<file path="config.mk">
export PLATFORM = sky130hd
export DESIGN_NAME = uart_tx_feeder
export DESIGN_NICKNAME = d
export VERILOG_FILES = /design/src/rtl/uart_tx_feeder_pkg.sv /design/src/rtl/uart_tx_feeder_sync_fifo.sv /design/src/rtl/uart_tx_feeder.sv
export SDC_FILE = /design/constraint.sdc
export NUM_CORES = 1
export LEC_CHECK = 0
export ABC_AREA = 1
export BUFFER_PORTS_ARGS = -buffer_cell sky130_fd_sc_hd__buf_2
export CORE_ASPECT_RATIO = 0.9
export CORE_MARGIN = 4
export CORE_UTILIZATION = 55
export DETAILED_ROUTE_END_ITERATION = 6
export PLACE_DENSITY = 0.78
export SYNTH_ARGS = -nofsm -noshare
export SYNTH_HDL_FRONTEND = slang
export SYNTH_SLANG_ARGS = --single-unit
export TNS_END_PERCENT = 30
</file>
<file path="constraint.sdc">
create_clock -name i_clock -period 2.25 [get_ports i_clock]
set_input_delay 0.1125 -clock i_clock [delete_from_list [all_inputs] [get_ports i_clock]]
set_output_delay 0.1125 -clock i_clock [all_outputs]
set_load 0.1 [all_outputs]
</file>
<file path="src/rtl/uart_tx_feeder_pkg.sv">
// Shared definitions for the UART transmit feeder and its neighbours.
// Holds the feeder FSM encoding and the default data/address widths so the
// transmitter, receiver and feeder instantiations agree on sizes.
package uart_tx_feeder_pkg;

  localparam int D_BIT_DEF  = 8;  // data width, matches the transmitter
  localparam int ADDR_W_DEF = 4;  // FIFO address width (depth 16)

  typedef enum logic [1:0] {
    IDLE   = 2'b00,
    LAUNCH = 2'b01,
    WAIT   = 2'b10
  } feeder_state_t;

endpackage

</file>
<file path="src/rtl/uart_tx_feeder_sync_fifo.sv">
// Circular FIFO used by the feeder.
// Ports:
//   clock, reset        clock and asynchronous active-high reset
//   wr, wr_data         enqueue strobe and byte; ignored while full
//   rd                  dequeue strobe; ignored while empty
//   rd_data             head byte (combinational read of mem[rd_ptr])
//   full, empty, count  occupancy decoded from the registered count
module sync_fifo #(
  parameter int D_BIT  = 8,
  parameter int ADDR_W = 4
) (
  input  logic              clock,
  input  logic              reset,
  input  logic              wr,
  input  logic [D_BIT-1:0]  wr_data,
  input  logic              rd,
  output logic [D_BIT-1:0]  rd_data,
  output logic              full,
  output logic              empty,
  output logic [ADDR_W:0]   count
);

  localparam int DEPTH = 1 << ADDR_W;
  // Count is one bit wider than the pointers so full and empty are distinct.
  localparam logic [ADDR_W:0] FULL_CNT = {1'b1, {ADDR_W{1'b0}}};

  logic [D_BIT-1:0]  mem [DEPTH];
  logic [ADDR_W-1:0] wr_ptr, rd_ptr;
  logic              wr_ok, rd_ok;

  assign full    = (count == FULL_CNT);
  assign empty   = (count == '0);
  assign wr_ok   = wr && !full;
  assign rd_ok   = rd && !empty;
  assign rd_data = mem[rd_ptr];

  // Storage has no reset; contents behind the pointers are never observed.
  always_ff @(posedge clock) begin
    if (wr_ok) mem[wr_ptr] <= wr_data;
  end

  always_ff @(posedge clock or posedge reset) begin
    if (reset) begin
      wr_ptr <= '0;
      rd_ptr <= '0;
      count  <= '0;
    end else begin
      if (wr_ok) wr_ptr <= wr_ptr + 1'b1;  // wraps modulo depth
      if (rd_ok) rd_ptr <= rd_ptr + 1'b1;
      case ({wr_ok, rd_ok})
        2'b10:   count <= count + 1'b1;
        2'b01:   count <= count - 1'b1;
        default: count <= count;
      endcase
    end
  end

endmodule

</file>
<file path="src/rtl/uart_tx_feeder.sv">
// Buffered front end for the UART transmitter. Bytes written by the system
// are queued in a FIFO and launched one at a time: a one-cycle o_tx_start
// with o_tx_data held stable, then wait for the transmitter's i_tx_done.
// Ports:
//   i_clock, i_reset        clock, asynchronous active-high reset
//   i_wr, i_wr_data         system write strobe and byte
//   o_full, o_empty, o_count  queue occupancy (excludes the byte in flight)
//   o_overflow              one-cycle pulse when a write was dropped
//   i_tx_done               transmitter end-of-frame pulse
//   o_tx_start, o_tx_data   launch pulse and byte to the transmitter
//   o_busy                  high while a frame is in flight or bytes queued
module uart_tx_feeder
  import uart_tx_feeder_pkg::*;
#(
  parameter int D_BIT  = D_BIT_DEF,
  parameter int ADDR_W = ADDR_W_DEF
) (
  input  logic              i_clock,
  input  logic              i_reset,
  input  logic              i_wr,
  input  logic [D_BIT-1:0]  i_wr_data,
  output logic              o_full,
  output logic              o_empty,
  output logic [ADDR_W:0]   o_count,
  output logic              o_overflow,
  input  logic              i_tx_done,
  output logic              o_tx_start,
  output logic [D_BIT-1:0]  o_tx_data,
  output logic              o_busy
);

  feeder_state_t    state;
  logic             pop;
  logic [D_BIT-1:0] head;

  // Pop only from IDLE; the FIFO sees the same decision the FSM acts on.
  assign pop    = (state == IDLE) && !o_empty;
  assign o_busy = (state != IDLE) || !o_empty;

  sync_fifo #(
    .D_BIT  (D_BIT),
    .ADDR_W (ADDR_W)
  ) u_fifo (
    .clock   (i_clock),
    .reset   (i_reset),
    .wr      (i_wr),
    .wr_data (i_wr_data),
    .rd      (pop),
    .rd_data (head),
    .full    (o_full),
    .empty   (o_empty),
    .count   (o_count)
  );

  // o_tx_start is set on the edge entering LAUNCH, so it is high exactly
  // while state == LAUNCH. The transmitter is idle then and captures
  // o_tx_data on the LAUNCH edge.
  always_ff @(posedge i_clock or posedge i_reset) begin
    if (i_reset) begin
      state      <= IDLE;
      o_tx_start <= 1'b0;
      o_tx_data  <= '0;
      o_overflow <= 1'b0;
    end else begin
      // Dropped write is judged on the registered full flag, pop or not.
      o_overflow <= i_wr && o_full;
      o_tx_start <= 1'b0;
      case (state)
        IDLE: begin
          if (!o_empty) begin
            o_tx_data  <= head;
            o_tx_start <= 1'b1;
            state      <= LAUNCH;
          end
        end
        LAUNCH:  state <= WAIT;
        WAIT:    if (i_tx_done) state <= IDLE;  // no timeout by design
        default: state <= IDLE;
      endcase
    end
  end

endmodule
</file>
Yosys cells after proc, flatten, opt, wreduce, memory -nomap -nowiden
Memory sizes are Yosys's and may differ from the RTL's. A register that Yosys moved wholly into a read port is not among the register bits. Cells that the tools add are included.

Register bits: 17. Bits in latches: 0. Memory bits (writable): 128. Bits in read-only memories: 0. Input port bits: 12. Output and inout port bits: 18. Word-level logic and storage cells: 40. Memories: 1.

Memory list: u_fifo.mem (depth 16, width 8, read ports 1, clocked after Yosys merged registers in 1, wr ports 1, RTL line uart_tx_feeder_sync_fifo.sv:27) `logic [D_BIT-1:0] mem [DEPTH];`.

Add/sub/neg operators: 4. Multiply operators: 0. Div/mod/pow operators: 0. $lt $le $gt $ge: 0. Eq/ne operators: 7. Shift-type cells: 0. Mux-type cells: 8. Bitwise gates (word level): 1. Reductions and logical operators: 13.

Operator list (number): one-hot mux 5 bit (2 select lines) (1); adder 4 x 1 -> 4 bit (second input constant) (2); one-hot mux 2 bit (3 select lines) (1); adder 5 x 1 -> 5 bit (second input constant) (1); equality test 5 bit (second input constant) (1); zero test 5 bit (1); subtractor 5 x 1 -> 5 bit (second input constant) (1); equality test 2 x 1 -> 1 bit (second input constant) (2); equality test 2 bit (second input constant) (2); logical AND 1 bit (4); two-way mux 1 bit (4); two-way mux 2 bit (2); inequality test 2 bit (second input constant) (2); AND reduction 2 bit (2); nonzero test 2 bit (2); zero test 1 bit (2); zero test 2 bit (1); logical OR 1 bit (1); inverter 1 bit (1).

Longest topological paths before layout
Gate-level depths: netlist of the first run.

Depth in word-level cells: 6. Depth in mapped cells: 17. Gate-level depth less buffers: 16.

Hierarchy
From an unflattened synthesis of the first run, not the netlist that was laid out.

Cells, all modules: 673. Area, all modules: 6711.4 um^2.

Modules (own cells, without submodules): sync_fifo (instances 1, cells each 625, area each 6237.2 um^2, seq. area each 4169.0 um^2); uart_tx_feeder (instances 1, cells each 48, area each 474.2 um^2, seq. area each 300.3 um^2).

Worst setup path after synthesis of the first run
OpenSTA, ideal clock, no wires.

Kind: register to register. Start point: register u_fifo.count[2]. End point: register u_fifo.count[4]. Library setup time: 0.122 ns. Arrival time: 2.780 ns. Required time: 2.128 ns. Slack: -0.653 ns. Cell stages (with the launch flop): 18. Path buffers: 1. Clock period less this slack: 2.903 ns. Cell sequence: dfrtp_1 > nor4_4 > nand2_2 > nand2_4 > inv_4 > buf_6 > ha_1 > nand2_1 > inv_1 > nor2_1 > ha_1 > a21oi_1 > nor2_1 > nand2_1 > nand2_1 > nand3_1 > nand2_1 > nand2_1.

Word-level cells in the longest chain between the ends: 6. Elaborated cells between the ends (all ways): 13. Those cells by class: add/sub: 2; eq/ne: 3; mux: 1; reduce/logical: 7.

Ends and longest elaborated chain: from (decl) (RTL line uart_tx_feeder_sync_fifo.sv:20) `output logic [ADDR_W:0] count`; from (signal assigned) (RTL line uart_tx_feeder_sync_fifo.sv:51) `2'b10: count <= count + 1'b1;`; from (signal assigned) (RTL line uart_tx_feeder_sync_fifo.sv:52) `2'b01: count <= count - 1'b1;`; from (signal assigned) (RTL line uart_tx_feeder_sync_fifo.sv:53) `default: count <= count;`; zero test 5 bit * (RTL line uart_tx_feeder_sync_fifo.sv:32) `assign empty = (count == '0);`; zero test 1 bit * (RTL line uart_tx_feeder.sv:37) `assign pop = (state == IDLE) && !o_empty;`; logical AND 1 bit * (RTL line uart_tx_feeder.sv:37); via pop (RTL line uart_tx_feeder.sv:33) `logic pop;`; logical AND 1 bit * (RTL line uart_tx_feeder_sync_fifo.sv:34) `assign rd_ok = rd && !empty;`; equality test 2 x 1 -> 1 bit or equality test 2 bit (tied branches) (RTL line uart_tx_feeder_sync_fifo.sv:50) `case ({wr_ok, rd_ok})`; one-hot mux 5 bit (2 select lines) or nonzero test 2 bit (tied branches).

Mark *: on every way through the listed nets, which the timed path passes. The rest lies on a longest branch. A chain may end at the register's enable or synchronous reset.

Worst setup path after layout of the first run
Start point: register u_fifo.count[0]. End point: register u_fifo.count[4].

Word-level cells in the longest chain between the ends: 6. Elaborated cells between the ends (all ways): 13. Those cells by class: add/sub: 2; eq/ne: 3; mux: 1; reduce/logical: 7.

Ends and longest elaborated chain (RTL line): zero test 5 bit (uart_tx_feeder_sync_fifo.sv:32); zero test 1 bit (uart_tx_feeder_sync_fifo.sv:34, uart_tx_feeder.sv:37); logical AND 1 bit (uart_tx_feeder.sv:37); logical AND 1 bit (uart_tx_feeder_sync_fifo.sv:34); equality test 2 x 1 -> 1 bit or equality test 2 bit (tied branches) (uart_tx_feeder_sync_fifo.sv:50); one-hot mux 5 bit (2 select lines) or nonzero test 2 bit (tied branches).

Parallel ways exist; a longest one is shown, timed or not.

==> impl_metrics.toml, run 1 <==
[sta]
fmax_mhz = 445.8
hold_viol = 0
slew_violations = 0
period_needed_ns = 2.243
setup_viol = 0
rsz0062_at_grt = "yes"
slew_headroom_pct = 29.46
fin_crit_sh_pct = 99.71
fin_skew_ns = 0.009760
fin_tns_setup_ns = 0
worst_pin_slew_ns = 1.050

[logic_synthesis]
netlist_area_um2 = 6857
synth-async-reset-ratio_pct = 16.34
avgSynthCellArea_um2 = 9.966
synth_nets = 708
syn_inst = 688
ys_seq_elements = 153
yosys_warnings = 0
synth-edff-count = 128
seq_area_frac_synth_pct = 65.18
ys.flop_type = "edfxtp_1"
synth_cell_types = 26

[floorplanning]
die_w_um = 125.7
core_area_um2 = 12120
rows = 38
start_util_pct = 56.55
die_height_um = 113.9
io_pins = 30
dieArea_um2 = 14320

[final_layout]
drive_above_1_share_pct = 15.09
n_antenna_cell = 0
nNetsFinal = 756
area_growth_pct = 16.33
layout_commonest_cell = "nand2_1"
final_cell_mix = "nand2_1 (229), edfxtp_1 (128), inv_1 (116)"
final_area_um2 = 7976

[pwr]
power.internal_mw = 6.541
p_leak_nw = 3.584
seqPwrFrac_pct = 33.0
irDropWorstVdd_v = 0.001122
power.total_mw = 11.33
power_frac_clock_pct = 25.5
p_sw_mw = 4.784
combinationalPowerShare_pct = 41.5
p_sw_share_pct = 42.24
power_density_nw_per_um2 = 1420

[route]
wl_um = 15070
num_vias = 4806
via_per_inst = 5.287
firstDrtPassIters = 6
wl_per_cell_um = 16.58
ant_nets = 0
drt-initial-drc-count = 619
post-route-drc-count = 0

[worst_setup_path]
critPathMaxFanout = 4
worstPathCellList = "nor4_4, nand2_2, nand2_4, inv_4, ha_4, nor2_4, nor2_4, ha_4, a21oi_2, nor2_2, nand3_1, nand3_1, nand2_1, nand2_1"
critPathCaptureType = "flip-flop"
crit_arrival_ns = 2.56
cp_slowest_stage_delay_ns = 0.49
path_class = "reg2reg"
cp_slowest_cell = "dfrtp_4"
cp-start-kind = "flip-flop"
worstPathRequired_ns = 2.57

[clock_network]
cts_tree = "built"
clkLatencyLatePin_ns = 0.43
htreeDepth = 4
cts-root-buf = "clkbuf_16"
clk_pin_slew_ns = 0.06
numCtsBuffers = 17
clock_path_buffers = 2
cts.sinks = 153

[status]
outcome = "finished clean"

[place]
hpwl_um = 9455
place.gp.congestion = 0.8822
place_area_um2 = 7252
io_buffers = 29

[min_path]
hold_path_class = "in2reg"

[global_routing]
grt_usage_pct = 21.98
grt_max_degree = 68
grt.overflow.total = 0
antenna_found_initial = 0
first_global_vias = 4500
grt_pass1_wl_um = 23510

[job]
drv_cap = 0
## registers in the layout, summed over array words and instances, names as in the netlist
| register | flops |
|---|---|
| u_fifo.mem | 128 |
| o_tx_data | 8 |
| u_fifo.count | 5 |
| u_fifo.rd_ptr | 4 |
| u_fifo.wr_ptr | 4 |
| state | 2 |
| o_overflow | 1 |
| o_tx_start | 1 |
## synth_stat cells (2+ instances only)
| cell | n | area share, % |
|---|---|---|
| inv_1 | 117 | 6.4 |
| nor2_1 | 7 | 0.38 |
| buf_2 | 14 | 1.0 |
| edfxtp_1 | 128 | 56 |
| buf_4 | 8 | 0.88 |
| nor3_1 | 16 | 1.2 |
| nand3_1 | 102 | 7.4 |
| nand2_2 | 3 | 0.27 |
| buf_6 | 2 | 0.33 |
| clkbuf_1 | 3 | 0.16 |
| xnor2_1 | 6 | 0.77 |
| o21ai_0 | 4 | 0.29 |
| ha_1 | 8 | 1.5 |
| nand2_1 | 232 | 13 |
| dfrtp_1 | 25 | 9.1 |
| xor2_1 | 2 | 0.26 |
| a21oi_1 | 2 | 0.15 |
## routing by layer
layer / wire (um) / part of all wire [%] / track usage (%) / vias up
met3: 1215 / 8.1 / 7.725 / 43
met2: 7239 / 48 / 34.78 / 219
met5: 0 / 0 / 0 / -
met1: 6249 / 41 / 28.80 / 2244
met4: 369 / 2.4 / 7.009 / 0
li1: - / - / - / 2300
## cell type report
type	count	area, um^2
Timing Repair Buffer	58	407.9
Clock buffer	18	429.2
Clock inverter	14	172.7
Sequential cell	153	4484
Inverter	120	452.9
Fill cell	872	4148
Multi-Input combinational cell	386	1829
Tap cell	160	200.2
## stage by stage
| step | hold WS [ns] | instances | utilization [%] | setup slack, ns |
|---|---|---|---|---|
| floorplan | 0.1397 | 688 | - | -0.2389 |
| global placement | 0.3486 | 869 | 59.81 | 0.05648 |
| detailed placement | 0.3621 | 869 | 59.81 | -0.1281 |
| CTS | 0.06857 | 909 | 65.46 | -0.05096 |
| global route | 0.07878 | 909 | 65.79 | -0.1339 |
| finish | 0.09086 | 909 | 65.79 | 0.006599 |
## critical path, delay by kind of cell, from the launching register on
kind	cells	cell delay (ns)
AO/OA/AOI/OAI	1	0.13
buffers and inverters	1	0.04
flip-flops	1	0.49
adder cells (fa/ha/maj)	2	0.32
AND/OR/NAND/NOR	10	1.15
## repair_timing
item / CTS / global route
pin swaps: 8 / 5
gates resized for setup: 6 / 7
endpoints found under the hold margin: 27 / 0
setup endpoints to repair: 1 / 28
gates cloned: 0 / 0
setup buffers: 5 / 0
hold buffers: 3 / 0
## path summary, 6_finish.rpt
path	start	end	slack (ns)	cells after the start
max in group asynchronous	i_reset	u_fifo.count[2]$_DFFE_PP0P_	1.13	3
worst min register to register	o_tx_data[6]$_DFFE_PP0P_	o_tx_data[6]$_DFFE_PP0P_	0.47	2
worst min-delay path	i_wr_data[1]	u_fifo.mem[4][1]$_DFFE_PP_	0.09	1
worst max register to register	u_fifo.count[0]$_DFFE_PP0P_	u_fifo.count[4]$_DFFE_PP0P_	0.007	14
worst max-delay path	u_fifo.count[0]$_DFFE_PP0P_	u_fifo.count[4]$_DFFE_PP0P_	0.007	14
min in group asynchronous	i_reset	o_tx_data[4]$_DFFE_PP0P_	0.45	3
## logic make-up (layout without fill, tap and decap cells)
group	after synthesis	in the layout	share of synthesized area, %
flip-flops	153	153	65.18
AND/OR/NAND/NOR	363	363	22.54
adder cells (fa/ha/maj)	8	8	1.460
XOR/XNOR	8	8	1.022
AO/OA/AOI/OAI	7	7	0.5475
buffers and inverters	149	210	9.252
## power groups by stage
stage               Sequential [mW]  Clock, mW  Combinational (mW)
finish                         3.74       2.89                4.70
CTS                            3.74       2.92                4.59
floorplan                      4.67          0                2.53
global route                   3.78       3.05                5.10
global placement               3.78          0                4.36
detailed placement             3.80          0                4.45
Note: power is estimated with default switching activity, not from simulation.
==> run 2, diff against run 1 <==
- CORE_MARGIN: 4 -> 2
==> run 2 against run 1 <==
The run now ends with design-rule violations, negative setup slack left. Setup slack got worse by 0.082 ns. Sequential power barely moved. Count of clock-buffer cells in the layout down 1. Critical path depth increased by 2. Global-route usage is 3.7 points higher. Total power is 1.3% higher. Utilization is 0.093 points lower. Sequential share of layout area is 0.079 points higher. Combinational power rose by 2%. Wire length grew 7.2%. Sequential cell count unchanged.
==> impl_metrics.toml, run 2 (synthesis results as in run 1) <==
[status]
outcome = "finished with violations"
violations = "design-rule violations, negative setup slack"

[floorplanning]
dieArea_um2 = 13380
io_pins = 30
die_w_um = 121.7
rows = 38
die_height_um = 109.9
start_util_pct = 56.55
core_area_um2 = 12120

[worst_setup_path]
crit_arrival_ns = 2.63
r2r-end = "u_fifo.count[4]$_DFFE_PP0P_"
cp-start-kind = "flip-flop"
cp_slowest_cell = "dfrtp_4"
rr_startpoint = "u_fifo.count[0]$_DFFE_PP0P_"
path_class = "reg2reg"
rr_worst_depth = 16
crit_buf_inv = 2
r2r_slack_ns = -0.08
worstSetupPathDepth = 16
cp_top_family = "simple AND/OR/NAND/NOR gates"
startpoint = "u_fifo.count[0]$_DFFE_PP0P_"
critPathCaptureType = "flip-flop"
cp_slowest_stage_delay_ns = 0.48
worstPathCellList = "nor4_4, nand2_2, nand2_4, inv_4, ha_4, nand2_2, inv_2, nor2_4, ha_4, a21oi_2, nor2_2, nand2_1, nand2_2, nand3_2, nand2_1, nand2_1"
worstPathRequired_ns = 2.56
endpoint = "u_fifo.count[4]$_DFFE_PP0P_"
critPathMaxFanout = 4

[clock_network]
clock_path_buffers = 2
cts_tree = "built"
numCtsBuffers = 17
htreeDepth = 4
clkLatencyLatePin_ns = 0.43
cts-root-buf = "clkbuf_16"
clk_pin_slew_ns = 0.06
cts.sinks = 153

[sta]
hold_ws_ns = 0.08895
slew_headroom_pct = 24.61
slew_violations = 0
fin_skew_ns = 0.007597
layout_setup_ws_ns = -0.07508
rsz0062_at_grt = "yes"
hold_viol = 0
setup_viol = 1
fin_crit_sh_pct = 103.3
fmax_mhz = 430.1
period_needed_ns = 2.325
worst_pin_slew_ns = 1.122
fin_tns_setup_ns = -0.07508

[route]
via_per_inst = 5.506
drt-initial-drc-count = 625
wl_um = 16160
post-route-drc-count = 1
wl_per_cell_um = 17.94
num_vias = 4961
firstDrtPassIters = 7
ant_nets = 0

[final_layout]
layout_commonest_cell = "nand2_1"
nFillCells = 874
largestRegisters = "u_fifo.mem (128), o_tx_data (8), u_fifo.count (5)"
drive_above_1_share_pct = 15.52
final_core_util_pct = 65.70
n_antenna_cell = 0
final_cell_mix = "nand2_1 (229), edfxtp_1 (128), inv_1 (116)"
nNetsFinal = 748
largest_reg_flops = 128
largest-register = "u_fifo.mem"
area_growth_pct = 16.17
final_cells = 901

[global_routing]
grt.overflow.total = 0
grt_usage_pct = 25.63
grt_pass1_wl_um = 25020
grt_max_degree = 68
first_global_vias = 4870
antenna_found_initial = 0

[pwr]
p_leak_nw = 3.551
power.total_mw = 11.47
power_density_nw_per_um2 = 1440
irDropWorstVdd_v = 0.001191

[place]
io_buffers = 29
place.gp.congestion = 0.9187
hpwl_um = 10180
place_inst = 861

[job]
drv_cap = 0

[min_path]
hp-start = "i_wr_data[2]"
hold_path_class = "in2reg"
-- run 2: cell count changes in the layout (fill, tap and decap cells not counted), sizes merged --
cell and change:
clkinvlp -1, bufinv +1, inv -3, buf -8, clkbuf -1, clkinv +4
-- run 2: worst min path at each step --
stage	cells past startpoint	slack, ns	endpoint
final	1	0.09	u_fifo.mem[10][2]$_DFFE_PP_
after global routing	1	0.09	u_fifo.mem[10][2]$_DFFE_PP_
after CTS	1	0.08	u_fifo.mem[9][2]$_DFFE_PP_
after detailed placement	3	0.37	state[1]$_DFFE_PP0P_
after global placement	2	0.35	o_overflow$_DFF_PP0_
after floorplan	1	0.14	o_overflow$_DFF_PP0_
-- run 2: stage by stage --
stage          setup WS [ns]  area, um^2
3_3_place_gp         0.04100        7167
3_5_place_dp         -0.1037        7167
6_report            -0.07508        7965
4_1_cts             -0.02200        7858
2_1_floorplan        -0.2389        6892
5_1_grt              -0.1755        7965
-- run 2: cell type report --
cell class                 count  area (um^2)  area share, %
timing repair buffer          50        335.3          4.210
inverter                     120        452.9          5.686
multi-input combinational    386         1884          23.66
sequential                   153         4484          56.30
tap                          160        200.2          2.513
clock buffer                  17        425.4          5.341
clock inverter                15        182.7          2.293
-- run 2: repair_timing --
action	CTS	global route
endpoints found under the hold margin	27	0
setup endpoints to repair	17	92
hold buffers	3	0
gates resized for setup	7	23
buffers inserted	4	1
pin swaps	7	8
-- run 2: report_power, final --
part	switching, mW	leakage, nW	internal, mW	total [mW]
logic	3.52	1.79	1.26	4.78
registers	0.237	1.46	3.53	3.76
clock network	1.10	0.301	1.83	2.93
-- run 2: metal layers --
| layer | up-vias | wire, um | track usage (%) |
|---|---|---|---|
| li1 | 2286 | - | - |
| met1 | 2336 | 6382 | 34.17 |
| met2 | 279 | 7789 | 40.65 |
| met3 | 60 | 1412 | 5.809 |
| met4 | 0 | 576 | 11.66 |
| met5 | - | 0 | 0 |
==> run 3, diff against run 2 <==
- CORE_UTILIZATION: 55 -> 58
- CTS_BUF_LIST: not set -> sky130_fd_sc_hd__clkbuf_2 sky130_fd_sc_hd__clkbuf_4 sky130_fd_sc_hd__clkbuf_8
- PLACE_DENSITY: 0.78 -> 0.82
==> run 3 against run 2 <==
The flow finishes with violations (negative setup slack). Clock power decreased by 27%. Total power decreased by 6.1%. Maximum frequency about the same. First-iteration DRC count increased by 25%. Setup slack got worse by 0.00062 ns. Count of clock-buffer cells in the layout increased by 6. Critical path depth unchanged. Sequential share of layout area increased by 1.2 points. Clock skew increased by 0.0048 ns. Combinational power increased by 2%.
==> impl_metrics.toml, run 3 (synthesis results as in run 1) <==
[status]
outcome = "finished with violations"
violations = "negative setup slack"

[final_layout]
final_area_um2 = 7792
nNetsFinal = 753
area_growth_pct = 13.65
final_cells = 902
largest-register = "u_fifo.mem"
drive_above_1_share_pct = 15.42
n_antenna_cell = 0
nFillCells = 812
largest_reg_flops = 128
final_core_util_pct = 67.87
final_cell_mix = "nand2_1 (230), edfxtp_1 (128), inv_1 (116)"
largestRegisters = "u_fifo.mem (128), o_tx_data (8), u_fifo.count (5)"
layout_commonest_cell = "nand2_1"

[floorplanning]
io_pins = 30
die_height_um = 107.1
rows = 37
dieArea_um2 = 12710
die_w_um = 118.6
start_util_pct = 59.72
core_area_um2 = 11480

[worst_setup_path]
rr_startpoint = "u_fifo.count[0]$_DFFE_PP0P_"
worstSetupPathDepth = 16
cp_top_family = "simple AND/OR/NAND/NOR gates"
endpoint = "u_fifo.count[4]$_DFFE_PP0P_"
r2r_slack_ns = -0.08
cp_slowest_cell = "dfrtp_4"
critPathCaptureType = "flip-flop"
startpoint = "u_fifo.count[0]$_DFFE_PP0P_"
crit_arrival_ns = 2.65
crit_top_cell = "nand2_1"
cp_slowest_stage_delay_ns = 0.49
worstPathRequired_ns = 2.58
r2r-end = "u_fifo.count[4]$_DFFE_PP0P_"
rr_worst_depth = 16
cp-start-kind = "flip-flop"
critPathMaxFanout = 4
worstPathCellList = "nor4_4, nand2_2, nand2_4, inv_4, ha_4, nand2_2, inv_2, nor2_4, ha_4, a21oi_4, nor2_2, nand2_1, nand2_1, nand3_1, nand2_1, nand2_1"
path_class = "reg2reg"
crit_buf_inv = 2

[place]
place_inst = 859
place.gp.congestion = 0.8991
place_area_um2 = 7189
dp_slack_ns = -0.03815
hpwl_um = 9579
io_buffers = 29

[sta]
fin_skew_ns = 0.01242
fin_crit_sh_pct = 103.4
hold_viol = 0
slew_headroom_pct = 21.13
slew_violations = 0
setup_viol = 2
worst_pin_slew_ns = 1.174
rsz0062_at_grt = "yes"
hold_ws_ns = 0.07988
fmax_mhz = 430.0
layout_setup_ws_ns = -0.07570
period_needed_ns = 2.326

[global_routing]
first_global_vias = 5042
grt_usage_pct = 26.25
grt.overflow.total = 0
grt_max_degree = 68
antenna_found_initial = 0
grt_pass1_wl_um = 24820

[clock_network]
clkLatencyLatePin_ns = 0.45
cts.sinks = 153
clock_path_buffers = 2
htreeDepth = 4
numCtsBuffers = 17
cts_tree = "built"
clk_pin_slew_ns = 0.08
cts-root-buf = "clkbuf_8"

[pwr]
power_density_nw_per_um2 = 1382
irDropWorstVdd_v = 0.001089
p_leak_nw = 3.491

[min_path]
hold_path_class = "in2reg"

[route]
wl_um = 16020
post-route-drc-count = 0
firstDrtPassIters = 6
via_per_inst = 5.623
wl_per_cell_um = 17.76
drt-initial-drc-count = 784
num_vias = 5072
ant_nets = 0

[job]
drv_cap = 0
-- run 3: worst min-delay path by stage --
| stage | start | endpoint | cells after the start |
|---|---|---|---|
| 5_1_grt | i_wr_data[7] | u_fifo.mem[1][7]$_DFFE_PP_ | 1 |
| 3_3_place_gp | i_reset | u_fifo.count[0]$_DFFE_PP0P_ | 2 |
| 2_1_floorplan | i_reset | o_overflow$_DFF_PP0_ | 1 |
| 3_5_place_dp | i_reset | u_fifo.count[0]$_DFFE_PP0P_ | 2 |
| 6_report | i_wr_data[7] | u_fifo.mem[5][7]$_DFFE_PP_ | 1 |
| 4_1_cts | i_wr_data[7] | u_fifo.mem[1][7]$_DFFE_PP_ | 1 |
-- run 3: cell type report --
type	count	area, um^2	share of cell area [%]
clock inverter	9	122.6	1.574
multi-input combinational	386	1868	23.97
inverter	120	452.9	5.812
timing repair buffer	55	377.9	4.849
clock buffer	23	291.5	3.741
tap	156	195.2	2.505
sequential	153	4484	57.55
-- run 3: metrics by stage --
step / total power, mW / setup TNS (ns)
2_1_floorplan: 7.199 / -0.4498
3_3_place_gp: 8.061 / 0
3_5_place_dp: 8.218 / -0.1568
4_1_cts: 10.47 / 0
5_1_grt: 11.29 / -0.6240
6_report: 10.77 / -0.1016
-- run 3: per-layer routing --
layer / GRT usage (%) / vias up / wire length [um]
met5: 0 / - / 0
met4: 13.61 / 0 / 572
met3: 6.277 / 65 / 1537
met2: 42.98 / 334 / 7917
met1: 32.82 / 2389 / 5993
li1: - / 2284 / -
-- run 3: what timing repair did --
action	CTS	global route
pin swaps	8	5
endpoints found under the setup margin	9	54
cloned	0	0
hold buffers	3	0
gates resized for setup	5	18
endpoints found under the hold margin	18	0
setup buffers	7	1
-- run 3: report_power, final --
part | internal [mW] | switching, mW | total [mW]
Clock | 1.19 | 0.942 | 2.14
Sequential | 3.52 | 0.234 | 3.75
Combinational | 1.31 | 3.57 | 4.88
Total | 6.02 | 4.75 | 10.8
